--- config.mk ---
export PLATFORM = sky130hd
export DESIGN_NAME = pipe_fwd_tracker_flat
export DESIGN_NICKNAME = d
export VERILOG_FILES = /design/src/rtl/pipe_fwd_tracker_if.sv /design/src/rtl/pipe_fwd_tracker.sv /design/src/flat_wrapper.sv
export SDC_FILE = /design/constraint.sdc
export NUM_CORES = 1
export LEC_CHECK = 0
export ABC_AREA = 1
export CELL_PAD_IN_SITES_DETAIL_PLACEMENT = 0
export CELL_PAD_IN_SITES_GLOBAL_PLACEMENT = 1
export CORE_ASPECT_RATIO = 1.2
export CORE_UTILIZATION = 27
export CTS_CLUSTER_DIAMETER = 80
export CTS_CLUSTER_SIZE = 8
export DETAILED_ROUTE_END_ITERATION = 7
export PLACE_DENSITY = 0.8
export SKIP_LAST_GASP = 1
export SYNTH_ARGS = -nofsm -noshare
export SYNTH_HDL_FRONTEND = slang
export SYNTH_SLANG_ARGS = --single-unit
--- constraint.sdc ---
create_clock -name clk -period 4.2 [get_ports clk]
set_clock_uncertainty 0.1 [all_clocks]
set_input_delay 1.26 -clock clk [delete_from_list [all_inputs] [get_ports clk]]
set_output_delay 1.26 -clock clk [all_outputs]
set_load 0.01 [all_outputs]
--- src/rtl/pipe_fwd_tracker_if.sv ---
// Decode-side bundle of the forwarding tracker: decode instruction fields,
// register-file operands in, forwarding selects/data and the decode stall out.
interface pipe_fwd_tracker_if #(
  parameter int unsigned DATA_W = 32,
  parameter int unsigned REG_AW = 5,
  parameter int unsigned SEL_W  = 2
);
  logic              id_valid;
  logic              id_wr_en;
  logic [REG_AW-1:0] id_wr_addr;
  logic [SEL_W-1:0]  id_rdy_stage;
  logic [REG_AW-1:0] id_src_a;
  logic [REG_AW-1:0] id_src_b;
  logic              id_use_a;
  logic              id_use_b;
  logic [DATA_W-1:0] rf_data_a;
  logic [DATA_W-1:0] rf_data_b;
  logic [SEL_W-1:0]  fwd_sel_a;
  logic [SEL_W-1:0]  fwd_sel_b;
  logic [DATA_W-1:0] fwd_data_a;
  logic [DATA_W-1:0] fwd_data_b;
  logic              id_stall;

  modport master (
    output id_valid, id_wr_en, id_wr_addr, id_rdy_stage,
           id_src_a, id_src_b, id_use_a, id_use_b, rf_data_a, rf_data_b,
    input  fwd_sel_a, fwd_sel_b, fwd_data_a, fwd_data_b, id_stall
  );

  modport slave (
    input  id_valid, id_wr_en, id_wr_addr, id_rdy_stage,
           id_src_a, id_src_b, id_use_a, id_use_b, rf_data_a, rf_data_b,
    output fwd_sel_a, fwd_sel_b, fwd_data_a, fwd_data_b, id_stall
  );
endinterface

--- src/rtl/pipe_fwd_tracker.sv ---
// Per-stage destination tracker for the in-order pipeline: forwarding selects
// and data for two decode operands, load-use interlock and a stall counter.
module pipe_fwd_tracker #(
  parameter int unsigned STAGES = 3,
  parameter int unsigned DATA_W = 32,
  parameter int unsigned REG_AW = 5,
  parameter int unsigned SEL_W  = $clog2(STAGES + 1)
) (
  input  logic                     clk,
  input  logic                     rst,
  pipe_fwd_tracker_if.slave        id_bus,
  input  logic [STAGES*DATA_W-1:0] stage_res,
  input  logic                     hold,
  input  logic                     flush_id,
  input  logic                     flush_all,
  output logic [31:0]              stall_cnt
);

  typedef struct packed {
    logic              v;
    logic              we;
    logic [REG_AW-1:0] wa;
    logic [SEL_W-1:0]  rdy;
  } entry_t;

  typedef entry_t [STAGES-1:0] ent_arr_t;

  typedef struct packed {
    logic              unready;
    logic [SEL_W-1:0]  sel;
    logic [DATA_W-1:0] data;
  } match_t;

  // ent[i] tracks pipeline stage i+1
  ent_arr_t ent;
  entry_t   fresh;
  match_t   ma;
  match_t   mb;
  logic     stall;
  logic     capture;

  // Ascending scan with a hit flag so the youngest producer wins.
  function automatic match_t lookup(
    input logic [REG_AW-1:0]        src,
    input logic                     rd,
    input ent_arr_t                 e,
    input logic [STAGES*DATA_W-1:0] res,
    input logic [DATA_W-1:0]        rf
  );
    match_t m;
    logic   hit;
    m.unready = 1'b0;
    m.sel     = '0;
    m.data    = rf;
    hit       = 1'b0;
    for (int unsigned i = 0; i < STAGES; i++) begin
      if (!hit && rd && (src != '0) && e[i].v && e[i].we &&
          (e[i].wa != '0) && (e[i].wa == src)) begin
        hit       = 1'b1;
        m.sel     = SEL_W'(i + 1);
        m.data    = res[i*DATA_W +: DATA_W];
        m.unready = (SEL_W'(i + 1) < e[i].rdy);
      end
    end
    return m;
  endfunction

  always_comb begin
    ma = lookup(id_bus.id_src_a, id_bus.id_use_a, ent, stage_res, id_bus.rf_data_a);
    mb = lookup(id_bus.id_src_b, id_bus.id_use_b, ent, stage_res, id_bus.rf_data_b);
    stall = id_bus.id_valid & (ma.unready | mb.unready);

    id_bus.fwd_sel_a  = ma.sel;
    id_bus.fwd_data_a = ma.data;
    id_bus.fwd_sel_b  = mb.sel;
    id_bus.fwd_data_b = mb.data;
    id_bus.id_stall   = stall;
  end

  always_comb begin
    capture   = id_bus.id_valid & ~stall & ~flush_id;
    fresh.v   = 1'b1;
    fresh.we  = id_bus.id_wr_en;
    fresh.wa  = id_bus.id_wr_addr;
    // A ready stage of 0 is the same as an ALU result ready in stage 1.
    fresh.rdy = (id_bus.id_rdy_stage == '0) ? SEL_W'(1) : id_bus.id_rdy_stage;
  end

  always_ff @(posedge clk or negedge rst) begin
    if (!rst) begin
      ent <= '0;
    end else if (flush_all) begin
      for (int unsigned i = 0; i < STAGES; i++) ent[i].v <= 1'b0;
    end else if (!hold) begin
      for (int unsigned i = 1; i < STAGES; i++) ent[i] <= ent[i-1];
      ent[0] <= capture ? fresh : '0;
    end
  end

  always_ff @(posedge clk or negedge rst) begin
    if (!rst) begin
      stall_cnt <= '0;
    end else if (stall && (stall_cnt != '1)) begin
      stall_cnt <= stall_cnt + 32'd1;
    end
  end

endmodule
--- src/flat_wrapper.sv ---
// flat-port wrapper written by rule: the top's interface ports become plain ports
module pipe_fwd_tracker_flat 
#(
  parameter int unsigned STAGES = 3,
  parameter int unsigned DATA_W = 32,
  parameter int unsigned REG_AW = 5,
  parameter int unsigned SEL_W  = $clog2(STAGES + 1)
)
  (clk, rst, stage_res, hold, flush_id, flush_all, stall_cnt, id_bus_id_valid, id_bus_id_wr_en, id_bus_id_wr_addr, id_bus_id_rdy_stage, id_bus_id_src_a, id_bus_id_src_b, id_bus_id_use_a, id_bus_id_use_b, id_bus_rf_data_a, id_bus_rf_data_b, id_bus_fwd_sel_a, id_bus_fwd_sel_b, id_bus_fwd_data_a, id_bus_fwd_data_b, id_bus_id_stall);
  pipe_fwd_tracker_if #(.DATA_W(DATA_W), .REG_AW(REG_AW), .SEL_W(SEL_W)) id_bus_i ();
  input  logic clk;
  input  logic rst;
  input  logic [STAGES*DATA_W-1:0] stage_res;
  input  logic hold;
  input  logic flush_id;
  input  logic flush_all;
  output logic [31:0] stall_cnt;
  input wire logic [$bits(id_bus_i.id_valid)-1:0] id_bus_id_valid;
  input wire logic [$bits(id_bus_i.id_wr_en)-1:0] id_bus_id_wr_en;
  input wire logic [$bits(id_bus_i.id_wr_addr)-1:0] id_bus_id_wr_addr;
  input wire logic [$bits(id_bus_i.id_rdy_stage)-1:0] id_bus_id_rdy_stage;
  input wire logic [$bits(id_bus_i.id_src_a)-1:0] id_bus_id_src_a;
  input wire logic [$bits(id_bus_i.id_src_b)-1:0] id_bus_id_src_b;
  input wire logic [$bits(id_bus_i.id_use_a)-1:0] id_bus_id_use_a;
  input wire logic [$bits(id_bus_i.id_use_b)-1:0] id_bus_id_use_b;
  input wire logic [$bits(id_bus_i.rf_data_a)-1:0] id_bus_rf_data_a;
  input wire logic [$bits(id_bus_i.rf_data_b)-1:0] id_bus_rf_data_b;
  output wire logic [$bits(id_bus_i.fwd_sel_a)-1:0] id_bus_fwd_sel_a;
  output wire logic [$bits(id_bus_i.fwd_sel_b)-1:0] id_bus_fwd_sel_b;
  output wire logic [$bits(id_bus_i.fwd_data_a)-1:0] id_bus_fwd_data_a;
  output wire logic [$bits(id_bus_i.fwd_data_b)-1:0] id_bus_fwd_data_b;
  output wire logic [$bits(id_bus_i.id_stall)-1:0] id_bus_id_stall;
  assign id_bus_i.id_valid = id_bus_id_valid;
  assign id_bus_i.id_wr_en = id_bus_id_wr_en;
  assign id_bus_i.id_wr_addr = id_bus_id_wr_addr;
  assign id_bus_i.id_rdy_stage = id_bus_id_rdy_stage;
  assign id_bus_i.id_src_a = id_bus_id_src_a;
  assign id_bus_i.id_src_b = id_bus_id_src_b;
  assign id_bus_i.id_use_a = id_bus_id_use_a;
  assign id_bus_i.id_use_b = id_bus_id_use_b;
  assign id_bus_i.rf_data_a = id_bus_rf_data_a;
  assign id_bus_i.rf_data_b = id_bus_rf_data_b;
  assign id_bus_fwd_sel_a = id_bus_i.fwd_sel_a;
  assign id_bus_fwd_sel_b = id_bus_i.fwd_sel_b;
  assign id_bus_fwd_data_a = id_bus_i.fwd_data_a;
  assign id_bus_fwd_data_b = id_bus_i.fwd_data_b;
  assign id_bus_id_stall = id_bus_i.id_stall;
  pipe_fwd_tracker #(.STAGES(STAGES), .DATA_W(DATA_W), .REG_AW(REG_AW), .SEL_W(SEL_W)) u_core (.clk(clk), .rst(rst), .id_bus(id_bus_i), .stage_res(stage_res), .hold(hold), .flush_id(flush_id), .flush_all(flush_all), .stall_cnt(stall_cnt));
endmodule
==> reports/summary.txt <==
Syn Inst Count = 982
Row Count = 58
Post-DRT Antenna Nets = 0
initial antenna violation count = 3
Slew Limit Fails = 0
slowest stage cell, crit path = nor3_4
pre-CTS setup slack = -1.39 ns
H-tree levels = 3
Async SR Flop Fraction = 100%
CTS Buf Count = 9
Power Dens Cells = 174 nW/um^2
data required time of the critical path = 2.84 ns
router iterations before antenna repair = 6
P_leak = 5.45 nW
first-pass GRT wire length = 46,100 microns
status = finished, violations left
I/O Buffers = 286
global-route usage over all layers = 27.3%
Hold Vio Cnt, Final = 0
failing checks = negative setup slack
arrival time at the worst endpoint = 3.02 ns
core area = 21,100 sq um
NumNets Final = 1,534
Worst Slack Setup Final = -0.184 ns
total power = 0.00200 W
clock period minus worst slack = 4.38 ns
critical path class = primary input to primary output
ys flop type = dfrtp_1
Post-Place Cell Area = 9500 sq um
synthesized area per cell = 5.96 sq um
wire per inst = 19.8 microns
Yosys top cell area share = 24.4%
Setup crit end kind = primary output
Overflow after GRT = 0
Yosys top cell by area = dfrtp_1
FILL cells = 2,038
HP Start = u_core.ent[0]
Synthesized Nets = 1,169
post-route cell area = 11,500 sq um
CP cell instances = buf_8, nor3_4, nand3_2, nand2_4, buf_6, nor2_4, nor3_4, nand3_2, buf_12, buf_8, buf_16, nand3_1, o21ai_1, buf_2
Die H = 163 microns
area grow syn2layout = 96.3%
crit start category = primary input
# clock sinks = 57
GP Congestion = 0.920
Synth Register Bits = 57
Root Driver = clkbuf_16
Initial Utilization = 27.7%
relative slew slack = 39.9%
RR Startpoint = u_core.ent[4]
final setup vio count = 59
Buf/Inv on CP = 6
Area contributors post-synth = dfrtp_1 24%, nand2_1 22%, nand3_1 10%
DP HPWL = 21,400 microns
Ys Warns = 0
vias in the first global route = 8,126
Bufs on Longest Clock Path = 2
worst slew pin tran = 0.899 ns
Max Freq = 0.228 GHz
Die Span X = 136 microns
Worst-path clk slew = 0.05 ns
io pins = 287
DRC Markers = 0
DRT Wirelength = 32,200 microns
Seq/Total Area, Yosys = 24.4%
layout cells sized above 1 = 28.0%
min-delay worst type = flip-flop to flip-flop
Netlist cell types = 37
EDFF count, synth = 0
DRC violation total after the first TritonRoute iteration = 535
pin count of the biggest net entering global routing = 36
CTS tree = yes
max-cap violations = 0
Synth Cell Area = 5850 sq um
DR vias = 8,342
register-to-register setup slack = 1.30 ns
worst skew pair latency = 0.33 ns
crit-path leading delay family = simple AND/OR/NAND/NOR gates
mean number of vias per cell = 5.13
Final Cycle Share = 104%
VDD IR max = 0.189 mV
DIE AREA = 22,300 sq um
maximum fanout along the worst path = 8
RSZ-0062 raised after global routing = true
max incr delay on CP = 0.25 ns
worst setup path start = id_bus_id_src_b[2]
[report_power, final]
group | internal, W | switching [W] | total (W) | leakage, nW
Clock | 0.000594 | 0.000252 | 0.000846 | 0.166
Sequential | 0.000572 | 0.0000255 | 0.000597 | 0.785
Combinational | 0.000294 | 0.000260 | 0.000554 | 4.50
[metal layers]
layer / global-route usage (%) / up-vias / share of wire, %
met2: 47.8 / 365 / 50
met5: 0 / - / 0.040
met3: 6.05 / 103 / 6.5
met4: 14.4 / 2 / 5.5
li1: - / 3981 / -
met1: 30.4 / 3891 / 38
[path summary, 6_finish.rpt]
kind	to	cells after the start
hold / removal	u_core.ent[0]	2
setup / recovery	id_bus_fwd_data_b[17]	14
max in group asynchronous	u_core.ent[22]	2
setup reg to reg	u_core.stall_cnt[27]	18
min in group asynchronous	u_core.stall_cnt[20]	1
hold reg to reg	u_core.ent[0]	2
[cell usage in the layout (no fill, tap or decap), types with 10 or more instances in the layout]
| cell | netlist | routed |
|---|---|---|
| o21ai_1 | 3 | 36 |
| or2_1 | 18 | 18 |
| nor2_1 | 51 | 39 |
| nor2_4 | 1 | 11 |
| o21ai_0 | 76 | 14 |
| buf_6 | 5 | 47 |
| buf_8 | 0 | 14 |
| nand2_1 | 345 | 323 |
| nand3_4 | 1 | 11 |
| clkbuf_16 | 0 | 14 |
| clkdlybuf4s50_1 | 0 | 204 |
| nand4_1 | 40 | 40 |
| o211ai_1 | 33 | 33 |
| buf_2 | 17 | 57 |
| nor3_1 | 22 | 20 |
| o21ai_2 | 0 | 24 |
| buf_16 | 0 | 19 |
| xor2_1 | 25 | 25 |
| nand3_1 | 119 | 61 |
| nand3_2 | 3 | 51 |
| or2_2 | 12 | 10 |
| dfrtp_1 | 57 | 57 |
| inv_1 | 82 | 75 |
| buf_12 | 0 | 21 |
| buf_4 | 7 | 39 |
| nand2_2 | 1 | 16 |
[tightest hold or removal path, delay by kind of cell, from the launching register on]
| family | cells | cell delay (ns) |
|---|---|---|
| flip-flops | 1 | 0.34 |
| AND/OR/NAND/NOR | 2 | 0.11 |
[cells in the mapped netlist, types with 2 or more instances]
cell type and instances:
a21oi_1 3, buf_1 3, buf_2 17, buf_4 7, buf_6 5, clkbuf_1 25
clkinv_1 2, dfrtp_1 57, inv_1 82, inv_2 3, nand2_1 345, nand3_1 119
nand3_2 3, nand4_1 40, nor2_1 51, nor2_2 3, nor3_1 22, nor4_1 4
o211ai_1 33, o21ai_0 76, o21ai_1 3, or2_0 2, or2_1 18, or2_2 12
xnor2_1 11, xor2_1 25
[state kept, by name (all words and copies together) (netlist names)]
register / cells
u_core.ent: 25
u_core.stall_cnt: 32
[what timing repair did]
item / CTS / global route
endpoints found under the setup margin: 69 / 69
cloned: 19 / 5
hold buffers: 0 / 0
setup buffers: 33 / 5
pin swaps: 46 / 50
resized for setup: 574 / 118
[stage by stage]
stage | util (%) | cells | hold slack (ns) | setup TNS, ns
after floorplan | - | 982 | 0.342 | 0
after global placement | 45.0 | 1550 | 0.362 | -71.18
after detailed placement | 45.0 | 1550 | 0.368 | -68.78
after CTS | 52.0 | 1614 | 0.389 | -4.47
after global routing | 54.4 | 1624 | 0.409 | -10.88
final | 54.4 | 1626 | 0.384 | -5.77
[layout make-up]
cell class              instances  area, sq um  share of cell area (%)
inverters                      87          347                    3.02
clock inverters                 5          103                   0.893
repair buffers                411         4490                    39.1
multi-input cells             781         4530                    39.5
clock buffers                  11          243                    2.11
flip-flops and latches         57         1430                    12.4
well taps                     270          338                    2.94
diodes                          4         10.0                  0.0871
[kinds of logic after synthesis]
family / count (synthesis) / synth area share, %
compound gates: 119 / 11.8
xor+xnor: 36 / 5.39
fa+ha+maj: 1 / 0.214
buf+inv: 144 / 10.7
flops: 57 / 24.4
simple gates: 625 / 47.5
Power figures use the tool's default switching activity.
